$ cat config.mk
export PLATFORM = sky130hd
export DESIGN_NAME = bram_port_arbiter
export DESIGN_NICKNAME = d
export VERILOG_FILES = /design/src/rtl/bram_arb_pkg.sv /design/src/rtl/rr_arbiter2.sv /design/src/rtl/bram_port_arbiter.sv
export SDC_FILE = /design/constraint.sdc
export NUM_CORES = 1
export LEC_CHECK = 0
export CORE_UTILIZATION = 34
export DETAILED_ROUTE_END_ITERATION = 10
export PLACE_DENSITY = 0.8
export SETUP_SLACK_MARGIN = 0.05
export SLEW_MARGIN = 0
export SYNTH_ARGS = -nofsm -noshare
export SYNTH_HDL_FRONTEND = slang
export SYNTH_HIERARCHICAL = 1
export SYNTH_SLANG_ARGS = --single-unit
$ cat constraint.sdc
create_clock -name CLK -period 2.2 [get_ports CLK]
set_clock_uncertainty 0.15 [all_clocks]
set_input_delay 0.44 -clock CLK [delete_from_list [all_inputs] [get_ports CLK]]
set_output_delay 0.44 -clock CLK [all_outputs]
set_load 0.03 [all_outputs]
$ cat src/rtl/bram_arb_pkg.sv
// Shared widths and types for the two-client BRAM port arbiter.
package bram_arb_pkg;

    localparam int unsigned ADDR_W_DEF = 10;
    localparam int unsigned DATA_W_DEF = 16;
    localparam int unsigned PAR_W_DEF  = 2;

    typedef enum logic {
        CLIENT0 = 1'b0,
        CLIENT1 = 1'b1
    } client_id_t;

    // One entry of the read-return tag pipeline
    typedef struct packed {
        logic       valid;
        client_id_t id;
    } tag_t;

endpackage

$ cat src/rtl/rr_arbiter2.sv
// Two-way round-robin arbiter: combinational grants, registered pointer.
module rr_arbiter2
    import bram_arb_pkg::*;
(
    input  logic clk,
    input  logic rst,
    input  logic req0,
    input  logic req1,
    output logic gnt0_c,
    output logic gnt1_c
);

    client_id_t ptr;

    // A lone requester wins outright; the pointer only breaks ties
    always_comb begin
        gnt0_c = 1'b0;
        gnt1_c = 1'b0;
        if (!rst) begin
            if (req0 && (!req1 || ptr == CLIENT0)) begin
                gnt0_c = 1'b1;
            end else if (req1) begin
                gnt1_c = 1'b1;
            end
        end
    end

    always_ff @(posedge clk) begin
        if (rst) begin
            ptr <= CLIENT0;
        end else if (gnt0_c) begin
            ptr <= CLIENT1;
        end else if (gnt1_c) begin
            ptr <= CLIENT0;
        end
    end

endmodule

$ cat src/rtl/bram_port_arbiter.sv
// Shares one synchronous RAM port between two clients; read data returns
// two cycles after accept, tagged with the requesting client.
module bram_port_arbiter
    import bram_arb_pkg::*;
#(
    parameter int unsigned ADDR_W = ADDR_W_DEF,
    parameter int unsigned DATA_W = DATA_W_DEF,
    parameter int unsigned PAR_W  = PAR_W_DEF
) (
    input  logic                      CLK,
    input  logic                      RST,
    input  logic                      REQ0,
    input  logic                      REQ1,
    input  logic                      WE0,
    input  logic                      WE1,
    input  logic [ADDR_W-1:0]         ADDR0,
    input  logic [ADDR_W-1:0]         ADDR1,
    input  logic [DATA_W+PAR_W-1:0]   WDATA0,
    input  logic [DATA_W+PAR_W-1:0]   WDATA1,
    output logic                      GNT0,
    output logic                      GNT1,
    output logic                      RVALID0,
    output logic                      RVALID1,
    output logic [DATA_W+PAR_W-1:0]   RDATA,
    output logic                      RAM_EN,
    output logic                      RAM_WE,
    output logic [ADDR_W-1:0]         RAM_ADDR,
    output logic [DATA_W-1:0]         RAM_DI,
    output logic [PAR_W-1:0]          RAM_DIP,
    input  logic [DATA_W-1:0]         RAM_DO,
    input  logic [PAR_W-1:0]          RAM_DOP
);

    localparam int unsigned WORD_W = DATA_W + PAR_W;

    logic              accept_c;
    logic              sel_we_c;
    logic [ADDR_W-1:0] sel_addr_c;
    logic [WORD_W-1:0] sel_wdata_c;
    tag_t              tag_s1;

    rr_arbiter2 u_arb (
        .clk    (CLK),
        .rst    (RST),
        .req0   (REQ0),
        .req1   (REQ1),
        .gnt0_c (GNT0),
        .gnt1_c (GNT1)
    );

    // Grants are one-hot, so GNT1 alone steers the request mux
    always_comb begin
        accept_c    = GNT0 | GNT1;
        sel_we_c    = GNT1 ? WE1    : WE0;
        sel_addr_c  = GNT1 ? ADDR1  : ADDR0;
        sel_wdata_c = GNT1 ? WDATA1 : WDATA0;
    end

    // Stage 1 tag rides with the RAM command; stage 2 is kept decoded as RVALIDx
    always_ff @(posedge CLK) begin
        if (RST) begin
            RAM_EN   <= 1'b0;
            RAM_WE   <= 1'b0;
            RAM_ADDR <= '0;
            RAM_DI   <= '0;
            RAM_DIP  <= '0;
            tag_s1   <= '0;
            RVALID0  <= 1'b0;
            RVALID1  <= 1'b0;
        end else begin
            RAM_EN <= accept_c;
            RAM_WE <= accept_c & sel_we_c;
            if (accept_c) begin
                RAM_ADDR <= sel_addr_c;
                RAM_DI   <= sel_wdata_c[DATA_W-1:0];
                RAM_DIP  <= sel_wdata_c[WORD_W-1:DATA_W];
            end
            tag_s1.valid <= accept_c & ~sel_we_c;
            tag_s1.id    <= client_id_t'(GNT1);
            RVALID0      <= tag_s1.valid && (tag_s1.id == CLIENT0);
            RVALID1      <= tag_s1.valid && (tag_s1.id == CLIENT1);
        end
    end

    assign RDATA = {RAM_DOP, RAM_DO};

endmodule

[Yosys cells after proc, flatten, opt, wreduce, memory -nomap -nowiden]
Index checks and enable logic that the tools add are counted.
Operators by class
  mux-type cells: 10
  bitwise logic cells: 6
  reduce and logical (&&, ||, !) cells: 6
Operators by type and width (count)
  2-to-1 mux 18 bit: 1
  2-to-1 mux 10 bit: 1
  2-to-1 mux 1 bit: 8
  logical AND 1 bit: 3
  NOT 1 bit: 3
  AND 1 bit: 2
  nonzero test 2 bit: 1
  zero test 1 bit: 1
  logical OR 1 bit: 1
  OR 1 bit: 1
Storage, ports and cells
  bits in registers: 35
  input port bits: 80
  output and inout port bits: 52
  word-level logic and storage cells: 32

[Longest topological paths before layout]
Gate-level depths: netlist of run 1.
  depth after elaboration: 8
  mapped depth: 6
  depth with buffers taken out: 4

[Hierarchy]
The synthesis of run 1 kept the hierarchy.
By module, submodules not included
  bram_port_arbiter: times used 1, cells each 162, area each 1741.7 µm², sequential area each 680.7 µm²
  rr_arbiter2: times used 1, cells each 7, area each 61.3 µm², sequential area each 20.0 µm²

[Worst setup path after synthesis of run 1]
No wires, ideal clock.
  kind: input port to flip-flop
  start: input port REQ0
  end: register RAM_DI[7]
  library setup time: 0.124 ns
  data arrival time: 2.162 ns
  required time: 1.926 ns
  slack: -0.236 ns
  stages: 5
  path buffers: 1
  path through: nor2b_1 -> nor3b_1 -> clkbuf_1 -> nor2b_1 -> a211oi_2
Between the ends
  word-level cells in the longest chain between the ends: 4
  elaborated cells between the ends (all ways): 7
  classes of those cells: mux (5); bitwise (1); reduce/logical (1)
Ends and longest elaborated chain
  from (decl): line bram_port_arbiter.sv:12  | input logic REQ0,
  logical AND 1 bit (*): line rr_arbiter2.sv:20  | if (req0 && (!req1 || ptr == CLIENT0)) begin
  2-to-1 mux 1 bit (*): line rr_arbiter2.sv:20
  2-to-1 mux 1 bit (*): line rr_arbiter2.sv:19  | if (!rst) begin
  named net GNT1: line bram_port_arbiter.sv:21  | output logic GNT1,
  2-to-1 mux 18 bit or OR 1 bit (tied branches): line bram_port_arbiter.sv:56, bram_port_arbiter.sv:53
  to (signal assigned): line bram_port_arbiter.sv:75  | RAM_DI <= sel_wdata_c[DATA_W-1:0];
  to (decl): line bram_port_arbiter.sv:28  | output logic [DATA_W-1:0] RAM_DI,
Mark *: on every way through the listed nets, which the timed path passes. The rest lies on a longest branch.
A chain may end at the register's enable or synchronous reset.

[Final worst setup path of run 1]
  start: input port REQ1
  end: output port GNT0
Between the ends
  word-level cells in the longest chain between the ends: 5
Ends and longest elaborated chain
  from (decl): line bram_port_arbiter.sv:13  | input logic REQ1,
  zero test 1 bit: line rr_arbiter2.sv:20
  logical OR 1 bit: line rr_arbiter2.sv:20
  logical AND 1 bit: line rr_arbiter2.sv:20
  2-to-1 mux 1 bit: line rr_arbiter2.sv:20
  2-to-1 mux 1 bit: line rr_arbiter2.sv:19
  to (decl): line bram_port_arbiter.sv:20  | output logic GNT0,
Every way passes these cells.

==> results.toml, run 1 <==
[status]
outcome = "finished, final reports clean"

[grt]
track_usage = 0.161
grt_overflow_total = 0
grt_pass1_vias = 1532
antenna_found_initial = 0
grt_pass1_wl_um = 6820
grt_max_degree = 30

[route]
via_per_inst = 4.67
drt_iter0_drc = 34
wl_per_cell_um = 13.5
dr_total_vias = 1503
firstDrtPassIters = 4
ant_nets = 0
finalWirelength_um = 4350
drc = 0

[sta]
hold_violations = 0
period_needed_ns = 2.10
rsz0062_at_grt = "true"
max_slew_margin = 0.783
drv_slew = 0
setup-violations-final = 0
tightest_slew_ns = 0.324
fin_crit_sh = 0.955
max_freq_mhz = 476
worst_slack_ns = 0.0984

[cells_and_area]
fin_nets = 331
utilization = 0.545
syn_to_final_growth_pct = 54.4
layout-drive-gt1-share = 0.163
num-fill-cells = 484
multi_input_area_um2 = 861
seq_area_um2 = 701
n_antenna_cell = 0

[cts]
path_clk_slew_ns = 0.08
cts_tree = "done"
cts_sinks = 35
cts_htree_levels = 2
cts_resized = 0
clk_latency_ns = 0.28
ctsLongestPathBuffers = 2
cts-root-buf = "clkbuf_8"
numCtsBuffers = 5

[synthesis]
yosysTopAreaCell = "dfxtp_1"
synthMuxAreaShare = 0.155
yosys.area_share.simple = 0.138
netlist_top_cells_area = "dfxtp_1, mux2i_1, nor2b_1"
synth_top_family_by_area = "compound AO/OA/AOI/OAI gates"
syn_area_per_cell_um2 = 10.7
synth_most_common_cell = "dfxtp_1"
synth_xor_area_frac = 0
yosysWarningCount = 6
syn_inst = 169
synth_compound_area_frac = 0.171
synth_seq_area_share = 0.389
netlist_area_mm2 = 0.00180
async_reset_ff_frac = 0
yosysUniqueCellTypes = 22
netlist.area_leader.share = 0.389
synth_seq_cells = 35
synthFlopType = "dfxtp_1"
synthTopCellsByCount = "dfxtp_1, nor2b_1, mux2i_1, buf_4, a211oi_1"
synth-edff-count = 0
syn_nets = 249
synthAdderAreaFrac = 0

[die]
fp-row-count = 26
coreArea_mm2 = 0.00511
die_w_um = 74.8
die_h_um = 74.8
initial_utilization = 0.353
ios = 132
dieArea_mm2 = 0.00560

[power_and_ir_drop]
internal_power_mw = 1.16
power_density_mw_per_mm2 = 582
swShare = 0.287
p_leak_nw = 1.01
combPwrFrac = 0.291
peakVddDrop_mv = 0.314
p_clk_frac = 0.272
seqPwrFrac = 0.437
switching_power_uw = 465

[critical_path]
worstPathMaxFanout = 3
cp_data_arrival_time_ns = 1.51
timing.rr.start = "u_arb/ptr$_SDFFE_PP0P_"
start_kind = "primary input"
r2r_slack_ns = 0.52
cpPeakStageDelay_ns = 0.48
cp.required_ns = 1.61
critical_path_class = "primary input to output port"
worstSetupEndpointType = "output port"
crit_slowest_cell = "clkdlybuf4s50_1"
cp_cell_sequence = "clkdlybuf4s50_1 -> a211oi_4 -> buf_4 -> buf_4"
ff2ff_path_depth = 6
rr_endpoint = "RAM_DI[15]$_SDFFE_PP0P_"
cp_common_cell = "buf_4"

[worst_hold_path]
hold_depth = 1
worstHoldEndpoint = "RVALID0$_SDFF_PP0_"
min_path_type = "flip-flop to flip-flop"
min-delay-start = "tag_s1[0]$_SDFF_PP0_"

[flow_run]
drv_cap = 0

[place]
hpwl_um = 3250
dp_slack_ns = -0.00758
port_buffers = 95
place_congestion = 0.709
how the worst max path moves through the flow:
stage	start	slack, ns	endpoint	depth (start not counted)
4_1_cts	REQ1	0.08	GNT0	4
3_5_place_dp	REQ1	-0.008	RAM_DI[14]$_SDFFE_PP0P_	5
2_1_floorplan	REQ0	0.23	RAM_DI[7]$_SDFFE_PP0P_	5
5_1_grt	REQ1	0.04	GNT0	4
3_3_place_gp	REQ1	0.03	tag_s1[1]$_SDFF_PP0_	5
6_report	REQ1	0.1	GNT0	4
cells by family after synthesis:
logic type	after synthesis
and+or+nand+nor	40
DFF	35
buffers and inverters	34
AOI/OAI and AO/OA	32
muxes	28
cell usage in the layout, fill, tap and decap left out, drive strengths merged:
master	instances
dfxtp	35
clkdlybuf4s50	92
nand2	1
a21oi	2
clkbuf	5
inv	2
or3b	1
clkinv	3
nor2	3
nand3b	1
nand2b	1
mux2i	28
o21ba	1
nor3b	2
nor2b	30
buf	15
a211oi	29
and3b	1
worst max-delay path: cells and delay by family:
kind | cells | cell delay (ns)
AO/OA/AOI/OAI | 1 | 0.28
buffers and inverters | 3 | 0.79
power by group through the flow:
stage / combinational [mW] / clock (mW) / sequential, mW
after floorplan: 0.221 / 0 / 0.807
after global placement: 0.466 / 0 / 0.721
after detailed placement: 0.474 / 0 / 0.721
after CTS: 0.475 / 0.460 / 0.708
after global routing: 0.503 / 0.484 / 0.713
final: 0.472 / 0.441 / 0.708
final cells by class:
class | count | area share
Sequential cell | 35 | 0.252
Clock buffer | 5 | 0.0247
Tap cell | 70 | 0.0315
Multi-Input combinational cell | 100 | 0.309
Inverter | 2 | 0.00270
Clock inverter | 3 | 0.00539
Timing Repair Buffer | 107 | 0.375
routing by layer:
metal,part of all wire,wire length [um],global-route usage,up-vias
li1,-,-,-,735
met1,0.39,1710,0.166,690
met2,0.51,2200,0.296,68
met3,0.085,371,0.0495,10
met4,0.016,68,0.0755,0
met5,0,0,0,-
state kept, by name, indices dropped and copies added (netlist names):
| name | count |
|---|---|
| u_arb/ptr | 1 |
| RAM_EN | 1 |
| RAM_DIP | 2 |
| tag_s1 | 2 |
| RAM_DI | 16 |
| RAM_WE | 1 |
| RVALID1 | 1 |
| RVALID0 | 1 |
| RAM_ADDR | 10 |
per-stage QoR:
| stage | hold slack, ns | std cells | power (mW) | cell area, um2 | TNS, ns |
|---|---|---|---|---|---|
| after floorplan | 0.240 | 169 | 1.03 | 1810 | 0 |
| after global placement | 0.257 | 312 | 1.19 | 2690 | 0 |
| after detailed placement | 0.262 | 312 | 1.20 | 2690 | -0.0109 |
| after CTS | 0.262 | 320 | 1.64 | 2770 | 0 |
| after global routing | 0.284 | 322 | 1.70 | 2780 | 0 |
| final | 0.263 | 322 | 1.62 | 2780 | 0 |
what timing repair did:
action,4_1_cts,5_1_grt
cloned,0,0
buffers inserted,0,2
setup endpoints to repair,1,2
hold buffers,0,0
pin swaps,1,1
endpoints found under the hold margin,0,0
(Power assumes the default switching activity.)
==> run 2: changes to the inputs <==
--- a/config.mk
+++ b/config.mk
@@ -5,9 +5,11 @@
 export SDC_FILE = /design/constraint.sdc
 export NUM_CORES = 1
 export LEC_CHECK = 0
+export ABC_CLOCK_PERIOD_IN_PS = 2200
 export CORE_UTILIZATION = 34
+export CTS_CLUSTER_SIZE = 24
 export DETAILED_ROUTE_END_ITERATION = 10
-export PLACE_DENSITY = 0.8
+export PLACE_DENSITY_LB_ADDON = 0.15
 export SETUP_SLACK_MARGIN = 0.05
 export SLEW_MARGIN = 0
 export SYNTH_ARGS = -nofsm -noshare
==> run 2 against run 1 <==
  * Cell count is 1.2% lower
  * Clock-buffer cell count increased by 3
  * Critical path depth fell by 1
  * Sequential share of layout area is essentially flat
  * Global-route usage is 0.60 points lower
  * Critical endpoint unchanged
  * First-iteration DRC count grew 47%
  * Die area stayed put
  * Setup slack gained 0.023 ns
  * Non-clock buffer count fell by 4
  * Clock power rose by 16%
  * Flip-flop and latch count is the same
  * Design area barely moved
==> results.toml, run 2 (synthesis results as in run 1) <==
[status]
outcome = "finished, final reports clean"

[critical_path]
critPathLaunch = "REQ1"
r2r_slack_ns = 0.58
worstSetupEndpointType = "output port"
rr_endpoint = "RAM_DI[4]$_SDFFE_PP0P_"
ff2ff_path_depth = 6
critical_path_class = "primary input to output port"
cp_data_arrival_time_ns = 1.49
cp.required_ns = 1.61
worstPathMaxFanout = 4
timing.rr.start = "u_arb/ptr$_SDFFE_PP0P_"
crit_path_end = "GNT0"
start_kind = "primary input"

[place]
place_congestion = 0.684
hpwl_um = 3020
port_buffers = 95

[die]
die_h_um = 74.8
dieArea_mm2 = 0.00560
coreArea_mm2 = 0.00511
die_w_um = 74.8
ios = 132
fp-row-count = 26
initial_utilization = 0.353

[cells_and_area]
final_common_cell = "clkdlybuf4s50_1"
syn_to_final_growth_pct = 54.3
regMostFlops = "RAM_DI"
seq_area_um2 = 701
utilization = 0.545
multi_input_area_um2 = 861
n_antenna_cell = 0
largestRegisters = "RAM_DI (16), RAM_ADDR (10)"
final_cell_mix = "clkdlybuf4s50_1, dfxtp_1, nor2b_1"
fin_nets = 327
num-fill-cells = 499
largest_reg_flops = 16
layout-drive-gt1-share = 0.145

[grt]
antenna_found_initial = 0
grt_max_degree = 34
grt_pass1_vias = 1368
grt_pass1_wl_um = 6480
grt_overflow_total = 0
track_usage = 0.155

[cts]
numCtsBuffers = 5
ctsLongestPathBuffers = 2
path_clk_slew_ns = 0.07
cts_tree = "done"
cts_htree_levels = 2
clk_latency_ns = 0.28
cts_sinks = 35
cts_resized = 0
cts-root-buf = "clkbuf_8"

[route]
drc = 0
via_per_inst = 4.53
firstDrtPassIters = 2
wl_per_cell_um = 13.4
finalWirelength_um = 4260
dr_total_vias = 1439
ant_nets = 0
drt_iter0_drc = 50

[sta]
fin_crit_sh = 0.945
max_slew_margin = 0.704
finalSetupTns_ns = 0
setup-violations-final = 0
max_freq_mhz = 481
tightest_slew_ns = 0.444
rsz0062_at_grt = "false"
period_needed_ns = 2.08
hold_violations = 0
drv_slew = 0

[power_and_ir_drop]
peakVddDrop_mv = 0.274
p_leak_nw = 0.997
power_density_mw_per_mm2 = 606

[worst_hold_path]
hold_depth = 1
min_path_type = "flip-flop to flip-flop"

[flow_run]
drv_cap = 0
run 2: cell types whose count changed in the layout (fill, tap and decap cells not counted):
cell / before / now
clkbuf_1: 0 / 1
buf_12: 1 / 2
clkbuf_8: 5 / 7
clkinv_2: 3 / 0
buf_4: 13 / 8
run 2: per-stage QoR:
step	power (mW)	hold WS (ns)	instances	area, um2	setup WS (ns)
floorplan	1.03	0.240	169	1810	0.228
global placement	1.19	0.256	309	2680	0.0256
detailed placement	1.19	0.258	309	2680	0.00203
CTS	1.71	0.268	318	2780	0.0729
global route	1.77	0.289	318	2780	0.0714
finish	1.69	0.266	318	2780	0.121
run 2: worst max-delay path: stages:
cell	delay, ns
clkdlybuf4s50_1	0.49
a211oi_4	0.34
buf_4	0.22
run 2: final cells by class:
class	instances	share of cell area
clock buffers	8	0.0360
repair buffers	103	0.369
well taps	70	0.0315
inverters	2	0.00270
multi-input cells	100	0.309
flip-flops and latches	35	0.252
run 2: worst min path at each step:
stage                         startpoint            endpoint
finish              tag_s1[0]$_SDFF_PP0_  RVALID0$_SDFF_PP0_
CTS                 tag_s1[0]$_SDFF_PP0_  RVALID0$_SDFF_PP0_
floorplan           tag_s1[0]$_SDFF_PP0_  RVALID0$_SDFF_PP0_
detailed placement  tag_s1[0]$_SDFF_PP0_  RVALID0$_SDFF_PP0_
global placement    tag_s1[0]$_SDFF_PP0_  RVALID0$_SDFF_PP0_
global route        tag_s1[0]$_SDFF_PP0_  RVALID0$_SDFF_PP0_
run 2: metal layers:
| layer | global-route usage | vias to the layer above | wire, um |
|---|---|---|---|
| met5 | 0 | - | 0 |
| met3 | 0.0549 | 14 | 420 |
| met2 | 0.249 | 67 | 1950 |
| li1 | - | 726 | - |
| met1 | 0.183 | 632 | 1810 |
| met4 | 0.0776 | 0 | 87 |
run 2: timing repair:
action	in CTS	in global routing
pin swaps	0	1
setup buffers	1	0
gates cloned	0	0
hold buffers	0	0
setup endpoints to repair	1	1
run 2: power breakdown:
| part | internal, mW | switching (mW) |
|---|---|---|
| sequential | 0.682 | 0.0236 |
| combinational | 0.255 | 0.213 |
| clock | 0.286 | 0.227 |
| total | 1.22 | 0.464 |
